File: src/rtl/aes_round_key_buffer_if.sv
// rtl/aes_round_key_buffer_if.sv - round-key load/read bundle; KEYBUF_DEC_ORDER_EN adds dec_mode
interface aes_round_key_buffer_if #(
    parameter int KEY_W = 128,
    parameter int IDX_W = 4
);
    logic             start;
    logic             rk_valid;
    logic [KEY_W-1:0] rk_data;
    logic             rk_ready;
    logic             rd_en;
    logic [IDX_W-1:0] rd_idx;
    logic [KEY_W-1:0] rd_key;
    logic             rd_valid;
    logic             keys_ready;
    logic             err;
`ifdef KEYBUF_DEC_ORDER_EN
    logic             dec_mode;
`endif

    modport master (
        output start, rk_valid, rk_data, rd_en, rd_idx,
`ifdef KEYBUF_DEC_ORDER_EN
        output dec_mode,
`endif
        input  rk_ready, rd_key, rd_valid, keys_ready, err
    );

    modport slave (
        input  start, rk_valid, rk_data, rd_en, rd_idx,
`ifdef KEYBUF_DEC_ORDER_EN
        input  dec_mode,
`endif
        output rk_ready, rd_key, rd_valid, keys_ready, err
    );
endinterface

File: src/rtl/aes_round_key_buffer.sv
// rtl/aes_round_key_buffer.sv - AES-128 round-key store with indexed read; KEYBUF_DEC_ORDER_EN enables reversed reads
module aes_round_key_buffer #(
    parameter int NUM_KEYS = 11,
    parameter int KEY_W    = 128,
    parameter int IDX_W    = 4
) (
    input  logic                  clk,
    input  logic                  reset,
    aes_round_key_buffer_if.slave bus
);
    typedef enum logic [1:0] {
        IDLE  = 2'd0,
        LOAD  = 2'd1,
        READY = 2'd2
    } state_t;

    localparam logic [IDX_W-1:0] LAST = IDX_W'(NUM_KEYS - 1);

    state_t           state_q, state_d;
    logic [IDX_W-1:0] wr_ptr_q, wr_ptr_d;
    logic [KEY_W-1:0] mem_q [NUM_KEYS];
    logic [KEY_W-1:0] rd_key_q, rd_key_d;
    logic             rd_valid_q, rd_valid_d;
    logic             keys_ready_q, keys_ready_d;
    logic             err_q, err_d;

    logic             beat;
    logic             rd_ok;
    logic             dec;
    logic [IDX_W-1:0] rd_addr;

`ifdef KEYBUF_DEC_ORDER_EN
    assign dec = bus.dec_mode;
`else
    assign dec = 1'b0;
`endif

    // start wins over a same-cycle beat, so that beat is dropped
    assign beat    = bus.rk_valid && (state_q == LOAD) && !bus.start;
    assign rd_ok   = bus.rd_en && (state_q == READY) && (bus.rd_idx <= LAST);
    assign rd_addr = dec ? (LAST - bus.rd_idx) : bus.rd_idx;

    always_comb begin
        state_d      = state_q;
        wr_ptr_d     = wr_ptr_q;
        keys_ready_d = keys_ready_q;
        if (bus.start) begin
            state_d      = LOAD;
            wr_ptr_d     = '0;
            keys_ready_d = 1'b0;
        end else if (beat) begin
            if (wr_ptr_q == LAST) begin
                state_d      = READY;
                wr_ptr_d     = '0;
                keys_ready_d = 1'b1;
            end else begin
                wr_ptr_d = wr_ptr_q + IDX_W'(1);
            end
        end
    end

    // reads look at pre-start state, so a read coincident with start still completes
    always_comb begin
        rd_valid_d = rd_ok;
        err_d      = bus.rd_en && !rd_ok;
        rd_key_d   = rd_ok ? mem_q[rd_addr] : rd_key_q;
    end

    always_ff @(posedge clk or negedge reset) begin
        if (!reset) begin
            state_q      <= IDLE;
            wr_ptr_q     <= '0;
            rd_key_q     <= '0;
            rd_valid_q   <= 1'b0;
            keys_ready_q <= 1'b0;
            err_q        <= 1'b0;
            for (int i = 0; i < NUM_KEYS; i++) begin
                mem_q[i] <= '0;
            end
        end else begin
            state_q      <= state_d;
            wr_ptr_q     <= wr_ptr_d;
            rd_key_q     <= rd_key_d;
            rd_valid_q   <= rd_valid_d;
            keys_ready_q <= keys_ready_d;
            err_q        <= err_d;
            if (beat) begin
                mem_q[wr_ptr_q] <= bus.rk_data;
            end
        end
    end

    assign bus.rk_ready   = (state_q == LOAD);
    assign bus.rd_key     = rd_key_q;
    assign bus.rd_valid   = rd_valid_q;
    assign bus.keys_ready = keys_ready_q;
    assign bus.err        = err_q;
endmodule

File: src/flat_wrapper.sv
// flat-port wrapper written by rule: the top's interface ports become plain ports
module aes_round_key_buffer_flat 
#(
    parameter int NUM_KEYS = 11,
    parameter int KEY_W    = 128,
    parameter int IDX_W    = 4
)
  (clk, reset, bus_start, bus_rk_valid, bus_rk_data, bus_rd_en, bus_rd_idx, bus_rk_ready, bus_rd_key, bus_rd_valid, bus_keys_ready, bus_err);
  aes_round_key_buffer_if #(.KEY_W(KEY_W), .IDX_W(IDX_W)) bus_i ();
  input  logic clk;
  input  logic reset;
  input wire logic [$bits(bus_i.start)-1:0] bus_start;
  input wire logic [$bits(bus_i.rk_valid)-1:0] bus_rk_valid;
  input wire logic [$bits(bus_i.rk_data)-1:0] bus_rk_data;
  input wire logic [$bits(bus_i.rd_en)-1:0] bus_rd_en;
  input wire logic [$bits(bus_i.rd_idx)-1:0] bus_rd_idx;
  output wire logic [$bits(bus_i.rk_ready)-1:0] bus_rk_ready;
  output wire logic [$bits(bus_i.rd_key)-1:0] bus_rd_key;
  output wire logic [$bits(bus_i.rd_valid)-1:0] bus_rd_valid;
  output wire logic [$bits(bus_i.keys_ready)-1:0] bus_keys_ready;
  output wire logic [$bits(bus_i.err)-1:0] bus_err;
  assign bus_i.start = bus_start;
  assign bus_i.rk_valid = bus_rk_valid;
  assign bus_i.rk_data = bus_rk_data;
  assign bus_i.rd_en = bus_rd_en;
  assign bus_i.rd_idx = bus_rd_idx;
  assign bus_rk_ready = bus_i.rk_ready;
  assign bus_rd_key = bus_i.rd_key;
  assign bus_rd_valid = bus_i.rd_valid;
  assign bus_keys_ready = bus_i.keys_ready;
  assign bus_err = bus_i.err;
  aes_round_key_buffer #(.NUM_KEYS(NUM_KEYS), .KEY_W(KEY_W), .IDX_W(IDX_W)) u_core (.clk(clk), .reset(reset), .bus(bus_i));
endmodule
File: config.mk
export PLATFORM = sky130hd
export DESIGN_NAME = aes_round_key_buffer_flat
export DESIGN_NICKNAME = d
export VERILOG_FILES = /design/src/rtl/aes_round_key_buffer_if.sv /design/src/rtl/aes_round_key_buffer.sv /design/src/flat_wrapper.sv
export SDC_FILE = /design/constraint.sdc
export NUM_CORES = 2
export LEC_CHECK = 0
export ABC_CLOCK_PERIOD_IN_PS = 4940
export BUFFER_PORTS_ARGS = -buffer_cell sky130_fd_sc_hd__buf_2
export CAP_MARGIN = 10
export CORE_ASPECT_RATIO = 1.25
export CORE_MARGIN = 4
export CORE_UTILIZATION = 45
export DETAILED_ROUTE_END_ITERATION = 12
export PLACE_DENSITY_LB_ADDON = 0.08
export REMOVE_ABC_BUFFERS = 1
export SETUP_SLACK_MARGIN = 0.1
export SYNTH_ARGS = -nofsm -noshare
export SYNTH_HDL_FRONTEND = slang
export SYNTH_SLANG_ARGS = --single-unit
File: constraint.sdc
create_clock -name clk -period 4.94 [get_ports clk]
set_input_delay 0 -clock clk [delete_from_list [all_inputs] [get_ports clk]]
set_output_delay 0 -clock clk [all_outputs]
set_load 0.005 [all_outputs]
=== Yosys cells after proc, flatten, opt, wreduce, memory -nomap -nowiden ===
Cells that the tools add are included.

* Equality and inequality tests: 3
* Add/subtract/negate cells: 1
* $lt $le $gt $ge: 4
* Reductions and logical operators: 11
* Muxes and demuxes: 15
* Bitwise logic cells: 2

{| class="wikitable"
|+ Operators with widths
! kind !! count
|-
| $bwmux 1408 || 1
|-
| $bmux 128 s4 || 1
|-
| $demux 128 s4 || 1
|-
| $mux 128 || 3
|-
| $mux 4 || 3
|-
| $ge 5x5->1 const B || 2
|-
| $not 4->5 || 2
|-
| $logic_and 1x1->1 || 6
|-
| $mux 2 || 3
|-
| $lt 5x1->1 const B || 1
|-
| $add 4x1->4 const B || 1
|-
| $eq 4x4->1 const B || 1
|-
| $le 4x4->1 const B || 1
|-
| $reduce_bool 2->1 || 2
|-
| $mux 1 || 3
|-
| $eq 2x1->1 const B || 1
|-
| $eq 2x2->1 const B || 1
|-
| $logic_not 1->1 || 2
|-
| $reduce_and 2->1 || 1
|}

* Logic and storage cells: 53
* Flip-flop bits (word level): 1545
* Bits of input ports: 137

=== Logic depth before layout (Yosys ltp) ===
* Depth in word-level cells: 6
* Depth in mapped cells: 9
* Depth with buffers taken out: 4

=== Worst setup path after synthesis ===
OpenSTA, ideal clock, no wires.

* Path kind: flip-flop to flip-flop
* Start: reg u_core.state_q[1]
* End: reg u_core.mem_q[491] in the netlist's numbering
* Data arrival time: 1.725 ns
* Clock period less this slack: 1.850 ns
* Cell stages (with the launch flop): 7
* Slack: 3.090 ns
* Data required time: 4.815 ns
* Path through: dfrtp_1 > nand4b_1 > nor2_1 > and2_1 > buf_2 > buf_2 > mux2_2

* Longest elaborated chain between the ends: 3

{| class="wikitable"
|+ Ends and longest elaborated chain
! item !! RTL line !! source
|-
| from (decl) || aes_round_key_buffer.sv:19 || <nowiki>state_t state_q, state_d;</nowiki>
|-
| from (signal assigned) || aes_round_key_buffer.sv:81 || <nowiki>state_q <= state_d;</nowiki>
|-
| $eq 2x1->1 || aes_round_key_buffer.sv:39 || <nowiki>assign beat = bus.rk_valid && (state_q == LOAD) && !bus.start;</nowiki>
|-
| $logic_and 1x1->1 (2 in series) || aes_round_key_buffer.sv:39 ||
|-
| to (signal, indexed assignment) || aes_round_key_buffer.sv:88 || <nowiki>mem_q[wr_ptr_q] <= bus.rk_data;</nowiki>
|-
| to (decl) || aes_round_key_buffer.sv:21 || <nowiki>logic [KEY_W-1:0] mem_q [NUM_KEYS];</nowiki>
|}

No other way between the ends.
A chain may end at the register's enable or synchronous reset.

=== Worst setup path in the final report ===
* Start: reg u_core.state_q[1]
* End: reg u_core.mem_q[881] in the netlist's numbering

The elaborated chain is that of the path after synthesis.

==> reports/qor_table.md <==
| Group | Result | This run |
|:---|:---|:---|
| outcome | Result of the run | finished clean |
| finish | Number of nets in the layout | 4929 |
| power and ir drop | Power density over the cells | 381 nW/um2 |
| setup path | CP max FO | 63 |
| cts | Cell at the root of the clock tree | clkbuf_16 |
| cts | Clock-pin slew on the worst setup and hold paths | 60 ps |
| power and ir drop | Leakage power total | 38.1 nW |
| drt | Antenna-violating nets left | 0 |
| synthesis | Mean area per synthesized cell | 15.0 um2 |
| setup path | Register-to-register setup slack | 1800 ps |
| die | Row count | 160 |
| sta | Final worst-path cycle share | 63.6% |
| synthesis | Number of distinct library cells after synthesis | 29 |
| synthesis | Number of enable flip-flop cells after synthesis | 0 |
| placed design | Port bufs | 268 |
| sta | Slew HR | 18.8% |
| drt | Number of vias in the routed layout | 39300 |
| placed design | Number of placed cells counting well taps | 6512 |
| global routing | Via count of the first global-routing pass | 42300 |
| die | Die Footprint | 160000 um2 |
| drt | Routed wire length | 169000 um |
| power and ir drop | Max VDD drop | 0.357 mV |
| drt | Routed length per placed instance | 24.3 um |
| sta | Number of hold violations in the final report | 0 |
| synthesis | Leading register cell type out of synthesis | dfrtp_1 |
| finish | Post-route cell area | 78800 um2 |
| setup path | Crit path capture type | register |
| cts | PostCTS Resize Cnt | 0 |
| setup path | Type of element launching the critical path | register |
| synthesis | Post-Synthesis Cells | 4619 |
| cts | Number of hold buffers added after cts | 138 |
| setup path | Arrival time worst endpoint | 3820 ps |
| finish | Filler-free cell count of the finished design | 6959 |
| die | Core region area | 153000 um2 |
| sta | Slew Viols, Final | 0 |
| placed design | Instance area at placement | 71800 um2 |
| drt | Initial DRT Pass Iterations | 7 |
| synthesis | Proportion of netlist area held by the largest area contributor | 55.8% |
| sta | Max Freq | 318 MHz |
| job | Total of max-cap violations | 0 |
| global routing | Number of antenna violations at the first check in global routing | 17 |
| cts | Number of H-tree levels | 4 |
| global routing | Pin count of the biggest net entering global routing | 151 |
| finish | Share of final-layout standard cells stronger than drive strength 1 | 45.6% |
| cts | Inserted Clock Buffers | 165 |
| placed design | Detailed placer's ending HPWL | 90700 um |
| cts | Setup bufs post-CTS | 0 |
| global routing | Total grt overflow | 0 |
| placed design | Weighted congestion at the end of routability-driven global placement | 0.705 |
| cts | Deepest clock path buffer count | 3 |
| sta | Worst clock skew on the final layout | 22.5 ps |
| synthesis | Most common cell in the netlist | dfrtp_1 |
| die | Initial Utilization | 45.4% |
| setup path | Endpoint required time on the critical path | 5620 ps |
| synthesis | Biggest area contributors in the synthesized netlist | dfrtp_1 (56%), mux2_2 (22%), mux4_2 (8.3%) |
| sta | Final min period | 3140 ps |
| worst hold path | Hold Path Class | in -> reg |
| cts | TritonCTS clock tree | done |
| setup path | Worst Path Class, Setup | reg -> reg |
| sta | Worst Max-Slew Pin Slew | 1220 ps |
| finish | Growth of design area from synthesis to finish | 13.8% |
| drt | Average vias per placed instance | 5.65 |
| die | Width of the die | 359 um |
| drt | DRT iter0 DRCs | 2041 |
| synthesis | Async set or reset register ratio after synthesis | 100% |
| global routing | All-layer global routing usage | 21.4% |
| sta | Hold slack final | 59.6 ps |
| synthesis | Sequential-to-total area share from yosys stat | 55.8% |
| cts | CTS sink cnt | 1544 |
| die | Top-level I/O count | 269 |
| synthesis | Cell taking the most area after synthesis | dfrtp_1 |
| sta | Number of setup violations in the final report | 0 |
| synthesis | Count of state elements after synthesis | 1544 |
| drt | DRC violations left | 0 |
| cts | Source-to-sink clock delay at the later pin of the worst-skew pair | 810 ps |
| synthesis | Total number of yosys warnings | 0 |
| synthesis | Leading cell types by count after synthesis | dfrtp_1 (1544), mux2_2 (1383), mux2i_1 (256), mux4_2 (256), clkbuf_1 (208) |
| power and ir drop | Power, Total | 30.0 mW |
| global routing | Global-route wire length before repair | 265000 um |
| sta | RSZ-0062 raised after global routing | no |
| die | Die boundary height | 447 um |
| synthesis | Synthesized area | 69200 um2 |
==> cells in the final DEF, fill, tap and decap left out, drive strengths merged <==
cell         instances
or3                  1
bufinv              10
nor3                 2
nand4b               1
nand2               11
nor2               134
mux4               256
nor4                 1
dfrtp             1544
dlygate4sd3        137
a2bb2oi            128
mux2              1408
o21a                 1
mux2i              256
a211oi               2
buf                337
a21o                 1
clkinv              21
inv                 13
nor2b                7
and2                 1
nand2b               1
clkinvlp             1
diode               12
nand3b             129
xnor2                1
o21ai              132
a21oi              131
clkbuf             255
==> cells by family (layout without fill, tap and decap cells) <==
kind of cell           after synthesis  in the layout  share of synthesized area [%]
multiplexers                      1920           1920                           34.9
XOR/XNOR                             1              1                         0.0127
buffers and inverters              471            774                           3.36
AND/OR/NAND/NOR                    288            288                           2.33
AO/OA/AOI/OAI                      395            395                           3.57
other                                0             12                              0
flip-flops                        1544           1544                           55.8
==> metrics by stage <==
stage / setup slack (ps) / setup TNS, ps / util, %
final: 1800 / 0 / 51.6
after global placement: 1890 / 0 / 47.1
after CTS: 1850 / 0 / 51.6
after global routing: 1700 / 0 / 51.6
after floorplan: -3800 / -456000 / -
after detailed placement: 1870 / 0 / 47.1
==> flip-flops by register name (all words and copies together), names as in the netlist <==
name,flops
u_core.bus.err,1
u_core.state_q,2
u_core.bus.rd_valid,1
u_core.wr_ptr_q,4
u_core.mem_q,1408
u_core.bus.rd_key,128
==> per-layer routing <==
metal | share of wire (%) | track usage [%]
met1 | 45 | 29.2
met2 | 49 | 35.9
met3 | 3.3 | 3.38
met4 | 2.2 | 5.52
met5 | 0.036 | 0
==> worst paths after layout <==
kind | from | endpoint | cells after the start
max in group asynchronous | reset | u_core.mem_q[934] | 5
min | bus_rd_idx[0] | u_core.bus.rd_key[114] | 5
min in group asynchronous | reset | u_core.mem_q[1026] | 4
max reg2reg | u_core.state_q[1] | u_core.mem_q[881] | 5
max | u_core.state_q[1] | u_core.mem_q[881] | 5
min reg2reg | u_core.mem_q[1266] | u_core.mem_q[1266] | 1
==> layout make-up <==
type                            count  area, um2
Sequential cell                  1544      38600
Antenna cell                       12       30.0
Multi-Input combinational cell   2604      28400
Inverter                            2       7.51
Clock buffer                      254       4970
Tap cell                         2025       2530
Fill cell                       13200      73800
Clock inverter                     43        536
Timing Repair Buffer              475       3690
==> report_power, final <==
group,switching (mW),total (mW),internal [mW],leakage (nW)
logic,1.35,3.11,1.76,14.6
registers,0.543,14.3,13.8,20.8
clock network,5.15,12.6,7.44,2.72
total,7.04,30.0,23.0,38.1
==> worst max-delay path, stage by stage, from the launching register on <==
cell	delay, ps
dfrtp_1	420
nand3b_1	300
nor4_2	600
nand2_4	660
buf_12	420
mux2_2	420
Note: power is estimated with default switching activity, not from simulation.
